### config.mk
export PLATFORM = sky130hd
export DESIGN_NAME = rv32i_id_stage
export DESIGN_NICKNAME = d
export VERILOG_FILES = /design/src/rtl/rv32i_id_stage.sv
export SDC_FILE = /design/constraint.sdc
export NUM_CORES = 1
export LEC_CHECK = 0
export ABC_AREA = 1
export CAP_MARGIN = 0
export CORE_MARGIN = 3
export CORE_UTILIZATION = 35
export CTS_BUF_LIST = sky130_fd_sc_hd__clkbuf_16
export DETAILED_ROUTE_END_ITERATION = 10
export PLACE_DENSITY = 0.68
export SETUP_SLACK_MARGIN = 0.02
export SYNTH_ARGS = -nofsm -noshare
export SYNTH_HDL_FRONTEND = slang
export SYNTH_SLANG_ARGS = --single-unit
export TNS_END_PERCENT = 100
### constraint.sdc
create_clock -name pad_clk -period 1.8 [get_ports pad_clk]
set_input_delay 0.18 -clock pad_clk [delete_from_list [all_inputs] [get_ports pad_clk]]
set_output_delay 0.18 -clock pad_clk [all_outputs]
set_load 0.005 [all_outputs]
### src/rtl/rv32i_id_stage.sv
// rtl/rv32i_id_stage.sv - RV32I instruction decode stage behind a 2-entry skid buffer.
// Decoded bundles are registered; the skid entry absorbs the cycle of latency on if_ready.
module rv32i_id_stage #(
  parameter int XLEN       = 32,
  parameter bit NOP_BUBBLE = 1'b1
) (
  input  logic            pad_clk,
  input  logic            pad_rst,
  input  logic            if_valid,
  output logic            if_ready,
  input  logic [31:0]     if_inst,
  input  logic [XLEN-1:0] if_pc,
  input  logic            flush,
  output logic            id_valid,
  input  logic            id_ready,
  output logic [XLEN-1:0] id_pc,
  output logic [3:0]      id_class,
  output logic [2:0]      id_funct3,
  output logic            id_alt,
  output logic [4:0]      id_rd,
  output logic [4:0]      id_rs1,
  output logic [4:0]      id_rs2,
  output logic [31:0]     id_imm,
  output logic            id_rd_we,
  output logic            id_rs1_used,
  output logic            id_rs2_used,
  output logic            id_illegal
);

  localparam logic [6:0] OP_LUI    = 7'b0110111;
  localparam logic [6:0] OP_AUIPC  = 7'b0010111;
  localparam logic [6:0] OP_JAL    = 7'b1101111;
  localparam logic [6:0] OP_JALR   = 7'b1100111;
  localparam logic [6:0] OP_BRANCH = 7'b1100011;
  localparam logic [6:0] OP_LOAD   = 7'b0000011;
  localparam logic [6:0] OP_STORE  = 7'b0100011;
  localparam logic [6:0] OP_OPRI   = 7'b0010011;
  localparam logic [6:0] OP_OPRR   = 7'b0110011;

  localparam logic [3:0] CLS_NOP    = 4'd0;
  localparam logic [3:0] CLS_LUI    = 4'd1;
  localparam logic [3:0] CLS_AUIPC  = 4'd2;
  localparam logic [3:0] CLS_JAL    = 4'd3;
  localparam logic [3:0] CLS_JALR   = 4'd4;
  localparam logic [3:0] CLS_BRANCH = 4'd5;
  localparam logic [3:0] CLS_LOAD   = 4'd6;
  localparam logic [3:0] CLS_STORE  = 4'd7;
  localparam logic [3:0] CLS_OPRI   = 4'd8;
  localparam logic [3:0] CLS_OPRR   = 4'd9;

  typedef struct packed {
    logic [XLEN-1:0] pc;
    logic [3:0]      cls;
    logic [2:0]      funct3;
    logic            alt;
    logic [4:0]      rd;
    logic [4:0]      rs1;
    logic [4:0]      rs2;
    logic [31:0]     imm;
    logic            rd_we;
    logic            rs1_used;
    logic            rs2_used;
    logic            illegal;
  } bundle_t;

  typedef enum logic [1:0] {S_EMPTY, S_ONE, S_TWO} state_t;

  logic [6:0]  opcode;
  logic [2:0]  f3;
  logic [6:0]  f7;
  logic [31:0] imm_i;
  logic        legal;
  logic        wr;
  logic        r1;
  logic        r2;
  bundle_t     dec;

  always_comb begin
    opcode = if_inst[6:0];
    f3     = if_inst[14:12];
    f7     = if_inst[31:25];
    imm_i  = {{20{if_inst[31]}}, if_inst[31:20]};
    legal  = 1'b1;
    wr     = 1'b0;
    r1     = 1'b0;
    r2     = 1'b0;
    dec        = '0;
    dec.pc     = if_pc;
    dec.funct3 = f3;
    dec.rd     = if_inst[11:7];
    dec.rs1    = if_inst[19:15];
    dec.rs2    = if_inst[24:20];
    case (opcode)
      OP_LUI: begin
        dec.cls = CLS_LUI;
        dec.imm = {if_inst[31:12], 12'b0};
        wr      = 1'b1;
      end
      OP_AUIPC: begin
        dec.cls = CLS_AUIPC;
        dec.imm = {if_inst[31:12], 12'b0};
        wr      = 1'b1;
      end
      OP_JAL: begin
        dec.cls = CLS_JAL;
        dec.imm = {{12{if_inst[31]}}, if_inst[19:12], if_inst[20], if_inst[30:21], 1'b0};
        wr      = 1'b1;
      end
      OP_JALR: begin
        dec.cls = CLS_JALR;
        dec.imm = imm_i;
        wr      = 1'b1;
        r1      = 1'b1;
        legal   = (f3 == 3'b000);
      end
      OP_BRANCH: begin
        dec.cls = CLS_BRANCH;
        dec.imm = {{20{if_inst[31]}}, if_inst[7], if_inst[30:25], if_inst[11:8], 1'b0};
        r1      = 1'b1;
        r2      = 1'b1;
        legal   = (f3[2:1] != 2'b01);
      end
      OP_LOAD: begin
        dec.cls = CLS_LOAD;
        dec.imm = imm_i;
        wr      = 1'b1;
        r1      = 1'b1;
        legal   = !((f3 == 3'b011) || (f3[2:1] == 2'b11));
      end
      OP_STORE: begin
        dec.cls = CLS_STORE;
        dec.imm = {{20{if_inst[31]}}, if_inst[31:25], if_inst[11:7]};
        r1      = 1'b1;
        r2      = 1'b1;
        legal   = !f3[2] && (f3 != 3'b011);
      end
      OP_OPRI: begin
        dec.cls = CLS_OPRI;
        wr      = 1'b1;
        r1      = 1'b1;
        dec.alt = (f3 == 3'b101) && if_inst[30];
        // Shift-immediates carry a 5-bit shamt, not a sign-extended constant
        if (f3 == 3'b001) begin
          dec.imm = {27'b0, if_inst[24:20]};
          legal   = (f7 == 7'b0000000);
        end else if (f3 == 3'b101) begin
          dec.imm = {27'b0, if_inst[24:20]};
          legal   = (f7 == 7'b0000000) || (f7 == 7'b0100000);
        end else begin
          dec.imm = imm_i;
        end
      end
      OP_OPRR: begin
        dec.cls = CLS_OPRR;
        wr      = 1'b1;
        r1      = 1'b1;
        r2      = 1'b1;
        dec.alt = if_inst[30];
        legal   = (f7 == 7'b0000000) ||
                  ((f7 == 7'b0100000) && ((f3 == 3'b000) || (f3 == 3'b101)));
      end
      default: begin
        dec.cls = CLS_NOP;
        legal   = NOP_BUBBLE && (if_inst == 32'b0);
      end
    endcase
    dec.illegal  = !legal;
    dec.rd_we    = legal && wr && (dec.rd != 5'd0);
    dec.rs1_used = legal && r1;
    dec.rs2_used = legal && r2;
  end

  state_t  state_q, state_d;
  bundle_t out_q, out_d;
  bundle_t skid_q, skid_d;
  logic    if_ready_q, if_ready_d;
  logic    id_valid_q, id_valid_d;
  logic    accept;
  logic    pop;

  always_comb begin
    state_d = state_q;
    out_d   = out_q;
    skid_d  = skid_q;
    accept  = if_valid && if_ready_q;
    pop     = id_valid_q && id_ready;
    if (flush) begin
      state_d = S_EMPTY;
    end else begin
      case (state_q)
        S_EMPTY: begin
          if (accept) begin
            out_d   = dec;
            state_d = S_ONE;
          end
        end
        S_ONE: begin
          if (accept && !pop) begin
            skid_d  = dec;
            state_d = S_TWO;
          end else if (accept && pop) begin
            out_d = dec;
          end else if (pop) begin
            state_d = S_EMPTY;
          end
        end
        S_TWO: begin
          if (pop) begin
            out_d   = skid_q;
            state_d = S_ONE;
          end
        end
        default: state_d = S_EMPTY;
      endcase
    end
    if_ready_d = (state_d != S_TWO);
    id_valid_d = (state_d != S_EMPTY);
  end

  always_ff @(posedge pad_clk) begin
    if (pad_rst) begin
      state_q    <= S_EMPTY;
      out_q      <= '0;
      skid_q     <= '0;
      if_ready_q <= 1'b1;
      id_valid_q <= 1'b0;
    end else begin
      state_q    <= state_d;
      out_q      <= out_d;
      skid_q     <= skid_d;
      if_ready_q <= if_ready_d;
      id_valid_q <= id_valid_d;
    end
  end

  assign if_ready    = if_ready_q;
  assign id_valid    = id_valid_q;
  assign id_pc       = out_q.pc;
  assign id_class    = out_q.cls;
  assign id_funct3   = out_q.funct3;
  assign id_alt      = out_q.alt;
  assign id_rd       = out_q.rd;
  assign id_rs1      = out_q.rs1;
  assign id_rs2      = out_q.rs2;
  assign id_imm      = out_q.imm;
  assign id_rd_we    = out_q.rd_we;
  assign id_rs1_used = out_q.rs1_used;
  assign id_rs2_used = out_q.rs2_used;
  assign id_illegal  = out_q.illegal;

endmodule

==> impl_results.md <==
- Outcome: finished clean
- Bufs and invs on worst path: 4
- VDD IR-drop max: 0.0006482 V
- Max_cap viols: 0
- Crit start category: input pin
- Worst-margin pin slew: 0.4494 ns
- Busiest grt layer: met2
- Reg-to-Reg Start: state_q[1]$_SDFF_PP0_
- Number of global-route vias before repair: 7719
- Via total after detailed routing: 8152
- Crit Path Max Fanout: 3
- Share of layout cells above drive strength 1: 10.54%
- Dpl ws: -0.2936 ns
- Fmax: 593.0 MHz
- Starting DRT DRC Count: 630
- Grt met2 use: 33.18%
- Met1 usage: 26.60%
- Hold path cells: 3
- Tcrit/Tclk final: 93.69%
- WL/cell: 15.57 µm
- Crit path kind: in2reg
- Main combinational cell family by area after synthesis: compound AO/OA/AOI/OAI gates
- Met3 usage: 5.171%
- GPL Wtd Cong: 0.9446
- Simple-gate share of the synthesized area: 18.04%
- Final cell count without fillers: 1608
- Fraction of the mapped netlist area in adder cells: 0%
- Crit path max-delay family: buffers and inverters
- Clk_skew: 0.007615 ns
- Row count: 54
- Logic pwr share: 13.6%
- Hold_sp: if_pc[30]
- Area delta synth->final: 38.32%
- Nets@finish: 1384
- Xor/xnor share of the synthesized area: 0%
- Mux share of post-synthesis cell area: 0%
- Diode count: 0
- Unrepaired setup endpoints after global routing: yes
- Mapped Area: 7950 µm²
- Slew headroom: 70.04%
- Net Sw Power: 2.455 mW
- Inserted Clock Buffers: 17
- Initial core utilization: 35.98%
- Switching share of power: 26.61%
- Final setup violation count: 0
- R2R setup slack: 0.20 ns
- Hold Path Sink: id_pc[30]$_SDFFE_PP0P_
- Setup Fix Bufs, Post-CTS: 0
- Cells after Synth: 1125
- Type of the worst min-delay path: in2reg
- Die area: 24560 µm²
- Initial antenna violation count: 0
- RR Endpoint: skid_q[22]$_SDFFE_PP0P_
- Final WS setup: 0.1137 ns
- Post-synthesis register bit count: 186
- Post-Synthesis Net Count: 1194
- CTS max path bufs: 2
- Max stage delay on crit path: 0.47 ns
- Dpl cells: 1576
- Clock transition at path regs: 0.07 ns
- Clk pwr share: 38.4%
- ANT nets after route: 0
- Die width: 156.7 µm
- CTS tree: built
- Final Hold Fails: 0
- Count of different cell masters after synthesis: 26
- CTS H-tree depth: 4
- Yosys Warn Count: 0
- Die Ht: 156.7 µm
- Post-detailed-route DRC marker count: 0
- Static Leak: 4.637 nW
- CP Capture Type: flop
- Reg power frac: 47.9%
- GRT overflow: 0
- Total GRT Usage: 20.21%
- First-pass GRT wire length: 39880 µm
- Final Max Slew Viols: 0
- Largest net degree at the start of global routing: 67
- Crit path DAT: 2.05 ns
- Clk Latency, worst-skew pair: 0.44 ns
- Synth Area in Compound Gates: 26.11%
- Core Footprint: 22090 µm²
- DRT Wirelength: 25030 µm
- Slowest-stage cell, CP: clkdlybuf4s50_1
- DP HPWL: 16780 µm
- Root Driver: clkbuf_16
- Sink Count: 186
- FILL cells: 2132
- CP required: 2.17 ns
- Ports: 162
- Drt via density: 5.070
- Post-route minimum period: 1.686 ns
- DRT Pass-1 Iters: 7
- Mean post-synth cell area: 7.067 µm²
- Power density over the cells: 839.0 nW/µm²
- Int Power: 6.771 mW
- Worst-path cell chain: clkdlybuf4s50_1 -> inv_1 -> nand3_1 -> buf_4 -> nor2_1 -> nor2_1 -> a211oi_1 -> buf_4 -> nand2_1 -> a21oi_1
- I/O Buffers: 161
- R2R depth: 10
- Register area share after synthesis: 46.84%
-- worst max-delay path by stage --
stage                        startpoint                   endpoint  slack, ns  cells past startpoint
detailed placement           if_inst[6]        id_alt$_SDFFE_PP0P_      -0.29                     10
finish                       if_inst[6]        id_alt$_SDFFE_PP0P_       0.11                     10
CTS                          if_inst[6]        id_alt$_SDFFE_PP0P_       0.16                     10
global placement             if_inst[6]        id_alt$_SDFFE_PP0P_      -0.25                     10
global route                 if_inst[4]     skid_q[9]$_SDFFE_PP0P_     -0.004                     13
floorplan           id_valid$_SDFF_PP0_  id_funct3[0]$_SDFFE_PP0P_       0.34                      7
-- cell usage in the layout, fill, tap and decap left out --
master	n
nand2_1	199
nor2_2	3
a21oi_1	139
buf_12	13
nor3_1	6
nor2_4	3
clkinv_4	1
nand3_2	1
nand4_1	5
a211oi_1	1
clkinvlp_4	3
o31ai_1	1
clkbuf_16	17
o211ai_1	3
o21ai_1	6
inv_8	2
clkdlybuf4s50_1	161
dfxtp_1	186
a31oi_1	52
inv_6	5
inv_2	4
nand2_4	1
o21ai_0	188
nor2_1	111
inv_1	97
clkinv_2	5
nand2_2	2
buf_4	79
o22ai_1	4
nand3_1	28
o211ai_4	1
clkinv_1	1
-- metrics by stage --
step / hold WS, ns / utilization, % / cell area (µm²) / setup TNS (ns) / power [mW]
6_report: 0.3409 / 49.77 / 11000 / 0 / 9.227
5_1_grt: 0.3403 / 49.77 / 11000 / -0.003963 / 9.600
4_1_cts: 0.3241 / 49.75 / 10990 / 0 / 9.307
3_5_place_dp: 0.4342 / 47.30 / 10450 / -14.35 / 5.767
3_3_place_gp: 0.4298 / 47.30 / 10450 / -11.87 / 5.756
2_1_floorplan: 0.3149 / - / 7950 / 0 / 4.984
-- worst min-delay path, stage by stage --
cell and delay [ns]:
clkdlybuf4s50_1 0.41, nand2_1 0.07, a31oi_1 0.07
-- area by class of cell --
type | instances | area, µm² | area share, %
tap | 280 | 350.3 | 3.186
inverter | 103 | 389.1 | 3.539
clock buffer | 17 | 425.4 | 3.868
clock inverter | 15 | 116.4 | 1.058
multi-input combinational | 754 | 3527 | 32.07
sequential | 186 | 3724 | 33.86
timing repair buffer | 253 | 2465 | 22.41
-- cell usage after synthesis --
library cell,number,area (µm²)
clkbuf_1,71,266.5
nor2_4,1,11.26
a211oi_1,1,7.510
nor2_1,112,420.4
buf_2,8,40.04
o21ai_1,1,5.000
clkbuf_2,1,5.000
nor2_2,4,25.02
nand2_2,2,12.51
o21ai_0,193,965.9
o22ai_1,4,25.02
nand2_4,1,11.26
nand4_1,5,31.28
inv_1,99,371.6
o211ai_1,3,22.52
a31oi_1,52,325.3
nor3_1,6,30.03
nand3_1,29,145.1
a21oi_1,139,695.7
buf_6,1,11.26
inv_2,4,15.01
o211ai_4,1,21.27
nand2_1,199,747.0
dfxtp_1,186,3724
buf_4,1,7.510
o31ai_1,1,7.510
-- routing by layer --
metal / vias to the layer above / routed length [µm]
li1: 4113 / -
met1: 3727 / 11590
met2: 281 / 11400
met3: 31 / 1615
met4: 0 / 430
met5: - / 0
-- kinds of logic (layout without fill, tap and decap cells) --
kind of cell / Yosys count / after routing
compound gates: 395 / 395
buf+inv: 185 / 388
simple gates: 359 / 359
flops: 186 / 186
-- repair_timing --
action                                  CTS  global route
hold buffers                              0             0
endpoints found under the setup margin    0            16
resized for setup                         0             6
-- power groups by stage --
stage               clock network, mW  registers [mW]  logic, mW
floorplan                           0            4.51      0.476
global placement                    0            4.51       1.24
detailed placement                  0            4.52       1.25
CTS                              3.62            4.42       1.26
global route                     3.77            4.44       1.39
finish                           3.55            4.42       1.26
-- sequential cells by signal, indices dropped and copies added, names as in the netlist --
| register | flops |
|---|---|
| skid_q | 91 |
| id_imm | 32 |
| id_pc | 32 |
| id_rd | 5 |
| id_rs1 | 5 |
| id_rs2 | 5 |
| id_class | 4 |
| id_funct3 | 3 |
| state_q | 2 |
| id_alt | 1 |
| id_illegal | 1 |
| id_rd_we | 1 |
| id_rs1_used | 1 |
| id_rs2_used | 1 |
| id_valid | 1 |
| if_ready | 1 |
(Power assumes the default switching activity.)
